<file path="config.mk">
export PLATFORM = sky130hd
export DESIGN_NAME = pt2262_tx_scheduler
export DESIGN_NICKNAME = d
export VERILOG_FILES = /design/src/rtl/pt226x_pkg.sv /design/src/rtl/rr_arbiter.sv /design/src/rtl/pt2262_tx_scheduler.sv
export SDC_FILE = /design/constraint.sdc
export NUM_CORES = 1
export LEC_CHECK = 0
export CAP_MARGIN = 0
export CORE_MARGIN = 10
export CORE_UTILIZATION = 45
export DETAILED_ROUTE_END_ITERATION = 8
export DONT_BUFFER_PORTS = 1
export GPL_ROUTABILITY_DRIVEN = 0
export PLACE_DENSITY = 0.65
export SLEW_MARGIN = 20
export SYNTH_ARGS = -nofsm -noshare
export SYNTH_HDL_FRONTEND = slang
export SYNTH_SLANG_ARGS = --single-unit
</file>
<file path="constraint.sdc">
create_clock -name clk -period 6.9 [get_ports clk]
set_clock_uncertainty 0.05 [all_clocks]
set_input_delay 1.38 -clock clk [delete_from_list [all_inputs] [get_ports clk]]
set_output_delay 1.38 -clock clk [all_outputs]
set_load 0.03 [all_outputs]
</file>
<file path="src/rtl/pt226x_pkg.sv">
// Shared types and constants for the PT2262 transmit scheduler: FSM states,
// trinary address digit encodings and default timing parameters.
package pt226x_pkg;

  typedef enum logic [1:0] {
    ST_IDLE  = 2'd0,
    ST_START = 2'd1,
    ST_WAIT  = 2'd2,
    ST_GAP   = 2'd3
  } sched_state_e;

  // Trinary digit as {A_F, A_01}; any digit with A_F set is a float.
  localparam logic [1:0] TRI_0 = 2'b00;
  localparam logic [1:0] TRI_1 = 2'b01;
  localparam logic [1:0] TRI_F = 2'b10;

  localparam int DEFAULT_NUM_REQ    = 4;
  localparam int DEFAULT_REPEAT     = 4;
  localparam int DEFAULT_GAP_CYCLES = 3000;
  localparam int DEFAULT_TIMEOUT    = 131072;

  // A_01 bit driven to the encoder is 1 only for a genuine '1' digit.
  function automatic logic [7:0] float_dominant_01(input logic [7:0] a01,
                                                   input logic [7:0] af);
    logic [7:0] res;
    res = '0;
    for (int i = 0; i < 8; i++) begin
      res[i] = ({af[i], a01[i]} == TRI_1);
    end
    return res;
  endfunction

endpackage

</file>
<file path="src/rtl/rr_arbiter.sv">
// Combinational round-robin arbiter: the search starts at ptr_i and wraps,
// returning a one-hot winner and a valid flag.
module rr_arbiter #(
  parameter int NUM_REQ = 4
) (
  input  logic [NUM_REQ-1:0]         req_i,
  input  logic [$clog2(NUM_REQ)-1:0] ptr_i,
  output logic [NUM_REQ-1:0]         winner_o,
  output logic                       valid_o
);

  localparam int PTR_W = $clog2(NUM_REQ);

  logic [PTR_W-1:0] idx;
  logic             found;

  always_comb begin
    winner_o = '0;
    found    = 1'b0;
    idx      = '0;
    for (int i = 0; i < NUM_REQ; i++) begin
      idx = PTR_W'((int'(ptr_i) + i) % NUM_REQ);
      if (!found && req_i[idx]) begin
        winner_o[idx] = 1'b1;
        found         = 1'b1;
      end
    end
    valid_o = found;
  end

endmodule

</file>
<file path="src/rtl/pt2262_tx_scheduler.sv">
// Shares one PT2262 encoder between NUM_REQ requesters: latches the winning
// word, sends it REPEAT times, acks it, then holds the grant for a gap.
module pt2262_tx_scheduler
  import pt226x_pkg::*;
#(
  parameter int NUM_REQ    = DEFAULT_NUM_REQ,
  parameter int REPEAT     = DEFAULT_REPEAT,
  parameter int GAP_CYCLES = DEFAULT_GAP_CYCLES,
  parameter int TIMEOUT    = DEFAULT_TIMEOUT
) (
  input  logic                   clk,
  input  logic                   reset,
  input  logic [NUM_REQ-1:0]     req,
  input  logic [8*NUM_REQ-1:0]   req_A_01,
  input  logic [8*NUM_REQ-1:0]   req_A_F,
  input  logic [4*NUM_REQ-1:0]   req_D,
  output logic [NUM_REQ-1:0]     ack,
  output logic                   err,
  output logic [NUM_REQ-1:0]     grant,
  output logic                   busy,
  output logic [7:0]             enc_A_01,
  output logic [7:0]             enc_A_F,
  output logic [3:0]             enc_D,
  output logic                   enc_start,
  input  logic                   enc_busy,
  input  logic                   enc_done,
  output sched_state_e           dbg_state
);

  localparam int PTR_W = $clog2(NUM_REQ);
  localparam int REP_W = $clog2(REPEAT + 1);
  localparam int TMR_W = $clog2(TIMEOUT + 1);
  localparam int GAP_W = (GAP_CYCLES > 0) ? $clog2(GAP_CYCLES + 1) : 1;

  localparam logic [REP_W-1:0] REP_LAST = REP_W'(REPEAT - 1);
  localparam logic [TMR_W-1:0] TMR_LAST = TMR_W'(TIMEOUT - 1);
  localparam logic [GAP_W-1:0] GAP_LAST = GAP_W'((GAP_CYCLES > 0) ? GAP_CYCLES - 1 : 0);

  sched_state_e       state_q;
  logic [PTR_W-1:0]   ptr_q;
  logic [PTR_W-1:0]   owner_q;
  logic [NUM_REQ-1:0] grant_q;
  logic [NUM_REQ-1:0] ack_q;
  logic               err_q;
  logic               busy_q;
  logic               start_q;
  logic [7:0]         a01_q;
  logic [7:0]         af_q;
  logic [3:0]         d_q;
  logic [REP_W-1:0]   rep_q;
  logic [TMR_W-1:0]   tmr_q;
  logic [GAP_W-1:0]   gap_q;

  logic [NUM_REQ-1:0] winner;
  logic               win_valid;
  logic [PTR_W-1:0]   win_idx;
  logic [PTR_W-1:0]   ptr_adv;
  logic [7:0]         sel_a01;
  logic [7:0]         sel_af;
  logic [3:0]         sel_d;

  rr_arbiter #(
    .NUM_REQ (NUM_REQ)
  ) u_arb (
    .req_i    (req),
    .ptr_i    (ptr_q),
    .winner_o (winner),
    .valid_o  (win_valid)
  );

  always_comb begin
    win_idx = '0;
    sel_a01 = '0;
    sel_af  = '0;
    sel_d   = '0;
    for (int i = 0; i < NUM_REQ; i++) begin
      if (winner[i]) begin
        win_idx = PTR_W'(i);
        sel_a01 = req_A_01[8*i +: 8];
        sel_af  = req_A_F[8*i +: 8];
        sel_d   = req_D[4*i +: 4];
      end
    end
  end

  // The requester after the finished owner becomes highest priority.
  assign ptr_adv = (owner_q == PTR_W'(NUM_REQ - 1)) ? '0 : owner_q + 1'b1;

  // Encoder handshake: enc_start is a one-cycle strobe issued only while
  // enc_busy is low; the frame is complete on the single-cycle enc_done.
  always_ff @(posedge clk or negedge reset) begin
    if (!reset) begin
      state_q <= ST_IDLE;
      ptr_q   <= '0;
      owner_q <= '0;
      grant_q <= '0;
      ack_q   <= '0;
      err_q   <= 1'b0;
      busy_q  <= 1'b0;
      start_q <= 1'b0;
      a01_q   <= '0;
      af_q    <= '0;
      d_q     <= '0;
      rep_q   <= '0;
      tmr_q   <= '0;
      gap_q   <= '0;
    end else begin
      ack_q   <= '0;
      err_q   <= 1'b0;
      start_q <= 1'b0;
      case (state_q)
        ST_IDLE: begin
          if (win_valid && !enc_busy) begin
            grant_q <= winner;
            owner_q <= win_idx;
            a01_q   <= float_dominant_01(sel_a01, sel_af);
            af_q    <= sel_af;
            d_q     <= sel_d;
            busy_q  <= 1'b1;
            state_q <= ST_START;
          end
        end
        ST_START: begin
          if (!enc_busy) begin
            start_q <= 1'b1;
            tmr_q   <= '0;
            state_q <= ST_WAIT;
          end
        end
        ST_WAIT: begin
          // A done arriving on the timeout cycle still counts as success.
          if (enc_done) begin
            if (rep_q == REP_LAST) begin
              ack_q   <= grant_q;
              rep_q   <= '0;
              ptr_q   <= ptr_adv;
              gap_q   <= '0;
              state_q <= ST_GAP;
            end else begin
              rep_q   <= rep_q + 1'b1;
              state_q <= ST_START;
            end
          end else if (tmr_q == TMR_LAST) begin
            err_q   <= 1'b1;
            rep_q   <= '0;
            ptr_q   <= ptr_adv;
            gap_q   <= '0;
            state_q <= ST_GAP;
          end else begin
            tmr_q <= tmr_q + 1'b1;
          end
        end
        ST_GAP: begin
          if (GAP_CYCLES == 0 || gap_q == GAP_LAST) begin
            grant_q <= '0;
            busy_q  <= 1'b0;
            state_q <= ST_IDLE;
          end else begin
            gap_q <= gap_q + 1'b1;
          end
        end
        default: state_q <= ST_IDLE;
      endcase
    end
  end

  assign ack       = ack_q;
  assign err       = err_q;
  assign grant     = grant_q;
  assign busy      = busy_q;
  assign enc_A_01  = a01_q;
  assign enc_A_F   = af_q;
  assign enc_D     = d_q;
  assign enc_start = start_q;
  assign dbg_state = state_q;

endmodule

</file>
==> summary.txt <==
Clock tree
  – Setup bufs post-CTS: 0
  – CTS root buffer: clkbuf_8
  – Hold_buf cts: 0
  – CTS tree: done
  – Clock sinks: 70
  – TritonCTS Buffers: 9
  – Number of gates resized after cts: 0
  – Clk Latency, worst-skew pair: 340 ps
  – Worst-path clk slew: 90 ps
  – H-tree levels: 3
  – Clk buf depth: 2

Synthesis
  – Yosys Warn Count: 0
  – Seq cells post-synth: 70
  – Top post-synthesis cells by count: dfrtp_1 (70), nand2_1 (51), nor2_1 (43), o21ai_0 (32), a21oi_1 (29)
  – Syn Inst Count: 475
  – Synthesized area: 4310 um2
  – Yosys top cell area share: 0.406
  – Asr flop ratio synth: 1.00
  – Ys flop type: dfrtp_1
  – Post-synth EDFFs: 0
  – Sequential area share after synthesis: 0.406
  – Yosys cell types: 56
  – Syn avg cell area: 9.08 um2
  – Syn nets: 574
  – Top-count cell post-synth: dfrtp_1
  – Area leader, netlist: dfrtp_1
  – Synth area leaders: dfrtp_1 (41%), nand2_1 (4.4%), nor2_1 (3.7%)

Floorplanning
  – IO Pins: 121
  – Die Wd: 118 um
  – Core footprint: 9280 um2
  – Full die area: 13900 um2
  – Rows: 35
  – Chip Height: 118 um
  – Initial Utilization: 0.464

Timing
  – Fin. Hold Viols: 0
  – Worst rel slew slack: 0.388
  – Max-slew violation count: 0
  – Final min period: 4000 ps
  – Fmax: 250 MHz
  – Setup violators final: 0
  – Fin crit share: 0.580
  – TNS Setup: 0 ps
  – Unrepaired setup endpoints after global routing: false
  – Slew @ Worst Pin: 914 ps

GRT
  – Global Route Usage Sum: 0.167
  – Largest net degree at the start of global routing: 71
  – First-pass GRT wire length: 19.1 mm
  – Overflow after GRT: 0
  – Initial antenna violation count: 0
  – Vias in the first global route: 3480

Worst setup path
  – CP max stage delay: 760 ps
  – Classification of the worst setup path: flop to flop
  – Critical path data required time: 7100 ps
  – Slowest CP cell: dfrtp_1
  – CP top delay family: compound AO/OA/AOI/OAI gates
  – Critical path peak fanout: 27
  – CP bufs+invs: 2
  – Critical path launch point type: flop
  – Crit end category: flop
  – Crit path cell chain: inv_1 -> ha_1 -> mux4_2 -> o2111a_1 -> or3_1 -> buf_4 -> o311ai_0 -> a22oi_1 -> a32o_1
  – Worst EP arrival: 4200 ps

Route
  – Residual DRC: 0
  – Vias: 3501
  – Pre-Repair DR Iteration Count: 4
  – Routed WL: 11.7 mm
  – Vias per cell: 5.91
  – WL per Instance: 19.8 um
  – Iter 0 DRT Violations: 307
  – Remaining antenna violation count: 0

Worst hold path
  – Min-Delay Path Class: flop to flop

Power
  – Tot Pwr: 2190 uW
  – PD cells: 480 nW/um2
  – Comb pwr share: 0.502
  – Clock power share: 0.152
  – Static leakage: 0.00193 uW
  – Peak supply drop: 0.000370 V
  – Cell-internal power: 1120 uW
  – Switching Fraction: 0.488
  – Sequential share of power: 0.346
  – P_sw: 1070 uW

Job
  – Max cap viols: 0

Place
  – HPWL after DPL: 8.78 mm
  – Port buffer count: 0
  – Dpl cells: 576

Final layout
  – ANT cells: 0
  – Area Overhead vs Synth: 5.69%
  – Nets: 557
  – Share of cells above drive strength 1: 0.0972
  – Final Non-Filler Cells: 592

Outcome
  – Status: complete, no violations
-- power groups by stage --
stage	Clock (uW)	Combinational [uW]	Sequential, uW
after floorplan	0	922	709
after global placement	0	1070	767
after detailed placement	0	1100	771
after CTS	341	1100	762
after global routing	363	1230	776
final	332	1100	758
-- flip-flops by register name, summed over array words and instances (netlist names), 3 cells and up --
name,count
grant,4
enc_D,4
rep_q,3
enc_A_01,8
ack,4
enc_A_F,8
tmr_q,18
gap_q,12
-- final cells by class --
cell class / count / area [um2]
clock buffers: 10 / 128
clock inverters: 6 / 70.1
fillers: 909 / 4730
inverters: 21 / 78.8
multi-input cells: 351 / 2330
flip-flops and latches: 70 / 1750
well taps: 129 / 161
repair buffers: 5 / 37.5
-- cells in the final DEF (no fill, tap or decap), types with 8 or more instances in the layout --
master     n
o21ai_0   32
dfrtp_1   70
nand4_1   13
o31ai_1    9
clkbuf_8   9
xor2_1    15
a21oi_1   29
o21a_1     9
a221o_1    8
nand2_1   51
a32o_1     9
inv_1     21
nand3_1    9
ha_1      11
nor2_1    43
-- metal layers --
metal | share of wire | GRT usage | up-vias
li1 | - | - | 1684
met1 | 0.42 | 0.203 | 1709
met2 | 0.49 | 0.272 | 98
met3 | 0.078 | 0.0614 | 10
met4 | 0.0084 | 0.0440 | 0
met5 | 0 | 0 | -
-- stage by stage --
stage	area, um2	hold WS [ps]	utilization	worst slack (ps)
floorplan	4310	404	-	3120
detailed placement	4360	452	0.469	2770
global route	4560	497	0.491	2590
finish	4560	460	0.491	2900
global placement	4360	416	0.469	2800
CTS	4560	469	0.491	2860
-- cells by family (layout without fill, tap and decap cells) --
group | count (synthesis) | count (layout) | synth area share
simple gates | 169 | 169 | 0.197
compound gates | 138 | 138 | 0.229
flops | 70 | 70 | 0.406
buf+inv | 54 | 42 | 0.0563
xor+xnor | 22 | 22 | 0.0447
mux | 11 | 11 | 0.0351
fa+ha+maj | 11 | 11 | 0.0319
-- worst min-delay path, delay by kind of cell (launching register included) --
| kind | cells | cell delay (ps) |
|---|---|---|
| flip-flops | 1 | 360 |
| AO/OA/AOI/OAI | 1 | 70 |
| AND/OR/NAND/NOR | 1 | 50 |
-- path summary, 6_finish.rpt --
| kind | start | end | slack, ps | depth (start not counted) |
|---|---|---|---|---|
| max | ptr_q[0] | enc_A_01[5] | 2900 | 9 |
| min | rep_q[1] | rep_q[1] | 460 | 2 |
| max in group asynchronous | reset | gap_q[6] | 5990 | 0 |
| max reg2reg | ptr_q[0] | enc_A_01[5] | 2900 | 9 |
| min reg2reg | rep_q[1] | rep_q[1] | 460 | 2 |
| min in group asynchronous | reset | enc_D[3] | 670 | 0 |
(Power assumes the default switching activity.)
